$ cat src/rtl/pipe_pkg.sv
// Shared types and defaults for the pipe_stage skid-buffer slice.
package pipe_pkg;

    typedef enum logic [1:0] {
        EMPTY = 2'd0,
        BUSY  = 2'd1,
        FULL  = 2'd2
    } pipe_state_t;

    localparam int PIPE_DATA_W_DEF = 32;
    localparam int PIPE_CTRL_W_DEF = 4;

    function automatic logic has_room(input pipe_state_t s);
        return s != FULL;
    endfunction

endpackage

$ cat src/rtl/pipe_perf_cnt.sv
// Saturating event counter used for the stage stall/bubble statistics.
module pipe_perf_cnt
    import pipe_pkg::*;
#(
    parameter int CNT_W = 32
) (
    input  logic             clk,
    input  logic             reset,
    input  logic             i_inc,
    output logic [CNT_W-1:0] o_count
);

    logic [CNT_W-1:0] r_count;

    always_ff @(posedge clk) begin
        if (reset) begin
            r_count <= '0;
        end else if (i_inc && (r_count != '1)) begin
            r_count <= r_count + CNT_W'(1);
        end
    end

    assign o_count = r_count;

endmodule

$ cat src/rtl/pipe_stage.sv
// Two-entry skid-buffered pipeline stage with registered in_ready.
// Define PIPE_STAGE_PERF_EN to build the stall/bubble counters.
module pipe_stage
    import pipe_pkg::*;
#(
    parameter int DATA_W = PIPE_DATA_W_DEF,
    parameter int CTRL_W = PIPE_CTRL_W_DEF,
    parameter int CNT_W  = 32
) (
    input  logic              clk,
    input  logic              reset,
    input  logic              flush,
    input  logic              in_valid,
    output logic              in_ready,
    input  logic [DATA_W-1:0] in_data,
    input  logic [CTRL_W-1:0] in_ctrl,
    output logic              out_valid,
    input  logic              out_ready,
    output logic [DATA_W-1:0] out_data,
    output logic [CTRL_W-1:0] out_ctrl,
    output logic [CNT_W-1:0]  stall_cnt,
    output logic [CNT_W-1:0]  bubble_cnt
);

    pipe_state_t       r_state;
    pipe_state_t       w_state_nxt;
    logic              r_in_ready;
    logic [DATA_W-1:0] r_main_data;
    logic [CTRL_W-1:0] r_main_ctrl;
    logic [DATA_W-1:0] r_skid_data;
    logic [CTRL_W-1:0] r_skid_ctrl;
    logic              w_in_xfer;
    logic              w_out_xfer;
    logic              w_out_valid;
    logic              w_load_main;
    logic              w_load_skid;
    logic              w_pop_skid;

    assign w_in_xfer  = in_valid & r_in_ready;
    assign w_out_xfer = w_out_valid & out_ready;

    always_ff @(posedge clk) begin
        if (reset) begin
            r_state <= EMPTY;
        end else begin
            r_state <= w_state_nxt;
        end
    end

    always_comb begin
        w_state_nxt = r_state;
        w_load_main = 1'b0;
        w_load_skid = 1'b0;
        w_pop_skid  = 1'b0;
        if (flush) begin
            w_state_nxt = EMPTY;
        end else begin
            unique case (r_state)
                EMPTY: begin
                    if (w_in_xfer) begin
                        w_state_nxt = BUSY;
                        w_load_main = 1'b1;
                    end
                end
                BUSY: begin
                    if (w_in_xfer && w_out_xfer) begin
                        w_load_main = 1'b1;
                    end else if (w_in_xfer) begin
                        w_state_nxt = FULL;
                        w_load_skid = 1'b1;
                    end else if (w_out_xfer) begin
                        w_state_nxt = EMPTY;
                    end
                end
                FULL: begin
                    if (out_ready) begin
                        w_state_nxt = BUSY;
                        w_pop_skid  = 1'b1;
                    end
                end
                default: w_state_nxt = EMPTY;
            endcase
        end
    end

    always_comb begin
        w_out_valid = (r_state == BUSY) || (r_state == FULL);
    end

    // in_ready is a flop fed from the next state, so out_ready never
    // reaches it combinationally.
    always_ff @(posedge clk) begin
        if (reset) begin
            r_in_ready <= 1'b1;
        end else begin
            r_in_ready <= has_room(w_state_nxt);
        end
    end

    always_ff @(posedge clk) begin
        if (reset) begin
            r_main_data <= '0;
            r_main_ctrl <= '0;
            r_skid_data <= '0;
            r_skid_ctrl <= '0;
        end else begin
            if (w_load_main) begin
                r_main_data <= in_data;
                r_main_ctrl <= in_ctrl;
            end else if (w_pop_skid) begin
                r_main_data <= r_skid_data;
                r_main_ctrl <= r_skid_ctrl;
            end
            if (w_load_skid) begin
                r_skid_data <= in_data;
                r_skid_ctrl <= in_ctrl;
            end
        end
    end

    assign in_ready  = r_in_ready;
    assign out_valid = w_out_valid;
    assign out_data  = r_main_data;
    assign out_ctrl  = w_out_valid ? r_main_ctrl : '0;

`ifdef PIPE_STAGE_PERF_EN
    logic w_stall;
    logic w_bubble;

    assign w_stall  = w_out_valid & ~out_ready;
    assign w_bubble = ~w_out_valid;

    pipe_perf_cnt #(.CNT_W(CNT_W)) u_stall_cnt (
        .clk     (clk),
        .reset   (reset),
        .i_inc   (w_stall),
        .o_count (stall_cnt)
    );

    pipe_perf_cnt #(.CNT_W(CNT_W)) u_bubble_cnt (
        .clk     (clk),
        .reset   (reset),
        .i_inc   (w_bubble),
        .o_count (bubble_cnt)
    );
`else
    assign stall_cnt  = '0;
    assign bubble_cnt = '0;
`endif

endmodule
$ cat config.mk
export PLATFORM = sky130hd
export DESIGN_NAME = pipe_stage
export DESIGN_NICKNAME = d
export VERILOG_FILES = /design/src/rtl/pipe_pkg.sv /design/src/rtl/pipe_perf_cnt.sv /design/src/rtl/pipe_stage.sv
export SDC_FILE = /design/constraint.sdc
export NUM_CORES = 1
export LEC_CHECK = 0
export ABC_AREA = 1
export CAP_MARGIN = 25
export CORE_MARGIN = 5
export CORE_UTILIZATION = 24
export CTS_BUF_LIST = sky130_fd_sc_hd__clkbuf_2
export CTS_CLUSTER_SIZE = 8
export DETAILED_ROUTE_END_ITERATION = 10
export DONT_BUFFER_PORTS = 1
export PLACE_DENSITY_LB_ADDON = 0.2
export SYNTH_ARGS = -nofsm -noshare
export SYNTH_HDL_FRONTEND = slang
export SYNTH_SLANG_ARGS = --single-unit
$ cat constraint.sdc
create_clock -name clk -period 2.4 [get_ports clk]
set_input_delay 0.24 -clock clk [delete_from_list [all_inputs] [get_ports clk]]
set_output_delay 0.24 -clock clk [all_outputs]
set_load 0.01 [all_outputs]
==> flow_summary.json, run 1 <==
{
  "finalCritPeriodShare_pct": 88.2,
  "drt-pass1-iter-count": 4,
  "setup_slack_ns": 0.284,
  "maxCapViolCount": 0,
  "overflow": 0,
  "fin_skew_ns": 0.0292,
  "synth_cells": 576,
  "cts.repair.resized": 0,
  "start_kind": "flop",
  "dpl_cell_area_um2": 3960,
  "antenna_cells": 0,
  "io_buffer_count": 0,
  "wire_per_inst_um": 13.1,
  "dp_hpwl_um": 7120,
  "cts_tree": "done",
  "drt_iter0_drc": 157,
  "cp_top_family": "simple AND/OR/NAND/NOR gates",
  "wl_met2_um": 5100,
  "final_cell_area_um2": 4520,
  "critPathCaptureType": "flop",
  "ys_seq_area_share_pct": 37.8,
  "ys_seq_elements": 75,
  "drt-met1-wl_um": 4570,
  "grt_pass1_vias": 3176,
  "clockBufferDepth": 2,
  "fp.dieArea_um2": 19200,
  "mostFrequentLayoutCell": "nand2_1",
  "route.detailed.drc": 0,
  "status": "finished, final reports clean",
  "min_period_ns": 2.12,
  "rsz0062_at_grt": "no",
  "grt_usage_pct": 11.0,
  "timing.hold.ws_ns": 0.148,
  "antenna_found_initial": 0,
  "core_area_um2": 16400,
  "h-tree-depth": 3,
  "fp.dieH_um": 139,
  "row_count": 47,
  "synth_warnings": 0,
  "final_cells": 826,
  "routed_wirelength_um": 10800,
  "die_w_um": 139,
  "cts_inserted_buffers": 9,
  "layout-drive-gt1-share_pct": 5.78,
  "crit_path_top_delay_cell": "dfxtp_1",
  "final_core_util_pct": 27.6,
  "start_util_pct": 24.2,
  "place_congestion": 0.721,
  "syn_to_final_growth_pct": 13.7,
  "synth.distinct_cells": 22,
  "cts.sinks": 75,
  "worst-path-buf-inv": 3,
  "clock_latency_ns": 0.55,
  "p_leak_nw": 2.05,
  "antenna_left": 0,
  "clock-root-buffer": "clkbuf_2",
  "final_cell_mix": "nand2_1 (125), dfxtp_1 (75), a21oi_1 (73), nand3_1 (66), conb_1 (64)",
  "vias_per_cell": 4.18,
  "crit_path_cell_trace": "inv_1, ha_1, nand2_2, inv_2, nand2_1, nand2_4, nand2_4, buf_12, nand3_1, a21oi_1",
  "dp.cells": 770,
  "finalPower_mw": 2.57,
  "grt_max_degree": 73,
  "critical_path_peak_fanout": 29,
  "vdd_drop_max_v": 0.000403,
  "ios": 143,
  "grt_pass1_wl_um": 17000,
  "cts.clk_slew.worst_paths_ns": 0.23,
  "cp_common_cell": "nand2_4",
  "finalSetupViolations": 0,
  "tns_ns": 0,
  "cp_data_arrival_time_ns": 2.61,
  "dr_total_vias": 3455,
  "worstSetupPathType": "flop to flop",
  "cp_data_required_time_ns": 2.90,
  "fmax_mhz": 472,
  "p_per_area_nw_per_um2": 567,
  "cpPeakStageDelay_ns": 0.46,
  "hp-class": "input port to flop",
  "slew_viol_final": 0,
  "pre_cts_ws_ns": 0.296,
  "routed.top_layer": "met4",
  "finalHoldViolCount": 0,
  "synth_area_per_cell_um2": 6.90,
  "layout.nets": 646,
  "wl_met3_um": 900,
  "netlist_area_um2": 3980
}
[path summary, 6_finish.rpt]
kind,from,endpoint,slack (ns),cells after the start
hold reg to reg,r_skid_data[4],r_skid_data[4],0.46,2
hold / removal,out_ready,out_data[0],0.15,6
setup / recovery,r_state[0],out_data[16],0.28,10
setup reg to reg,r_state[0],out_data[16],0.28,10
[power by group]
part	switching [mW]	internal, mW	total, mW
logic	0.224	0.129	0.354
registers	0.0563	1.30	1.36
clock network	0.501	0.352	0.853
[worst min-delay path, stage by stage]
cell,delay [ns]
nand3_2,0.08
inv_2,0.13
nand2_1,0.09
nand2_1,0.05
nand2_1,0.05
a21oi_1,0.05
[cells by family after synthesis]
group / count (synthesis) / share of synthesized area [%]
DFF: 75 / 37.8
buffers and inverters: 151 / 21.5
other: 1 / 0.0943
AOI/OAI and AO/OA: 86 / 10.8
and+or+nand+nor: 259 / 28.6
adders and majority gates: 4 / 1.26
[registers in the layout, summed over array words and instances (netlist names)]
name and cells:
in_ready 1, r_skid_data 32, out_data 32, r_skid_ctrl 4
r_main_ctrl 4, r_state 2
[cells in the mapped netlist (all sizes together)]
cell type | instances | area [um2]
nand3b | 11 | 82.6
nor3 | 1 | 5.00
dfxtp | 75 | 1500
nand3 | 67 | 340
clkbuf | 16 | 60.1
conb | 1 | 3.75
o21ai | 13 | 65.1
nand4 | 1 | 12.5
a21oi | 73 | 365
buf | 82 | 594
inv | 53 | 199
ha | 4 | 50.1
nor2 | 51 | 199
nand2 | 128 | 498
[per-layer routing]
layer  vias to the layer above  track usage, %
met3                        18            3.86
met5                         -               0
li1                       1741               -
met2                       121            18.2
met1                      1575            13.0
met4                         0            4.53
[area by class of cell]
cell class / count / area [um2]
Clock inverter: 7 / 98.8
Multi-Input combinational cell: 413 / 1870
Timing Repair Buffer: 49 / 536
Inverter: 53 / 199
Clock buffer: 9 / 45.0
Fill cell: 1849 / 11900
Sequential cell: 75 / 1500
Tap cell: 220 / 275
[what timing repair did]
item                                    in CTS  in global routing
endpoints found under the hold margin       75                  0
setup buffers                                0                  0
endpoints found under the setup margin       0                  0
hold buffers                                40                  0
No activity file was read; power rests on OpenSTA's default activity.
==> inputs of run 2 (changes only) <==
--- a/config.mk
+++ b/config.mk
@@ -6,6 +6,7 @@
 export NUM_CORES = 1
 export LEC_CHECK = 0
 export ABC_AREA = 1
+export ABC_CLOCK_PERIOD_IN_PS = 2400
 export CAP_MARGIN = 25
 export CORE_MARGIN = 5
 export CORE_UTILIZATION = 24
@@ -14,6 +15,7 @@
 export DETAILED_ROUTE_END_ITERATION = 10
 export DONT_BUFFER_PORTS = 1
 export PLACE_DENSITY_LB_ADDON = 0.2
+export SLEW_MARGIN = 20
 export SYNTH_ARGS = -nofsm -noshare
 export SYNTH_HDL_FRONTEND = slang
 export SYNTH_SLANG_ARGS = --single-unit
==> results of run 2 <==
Same layout as run 1: the final DEF is identical, and so are final timing and power.
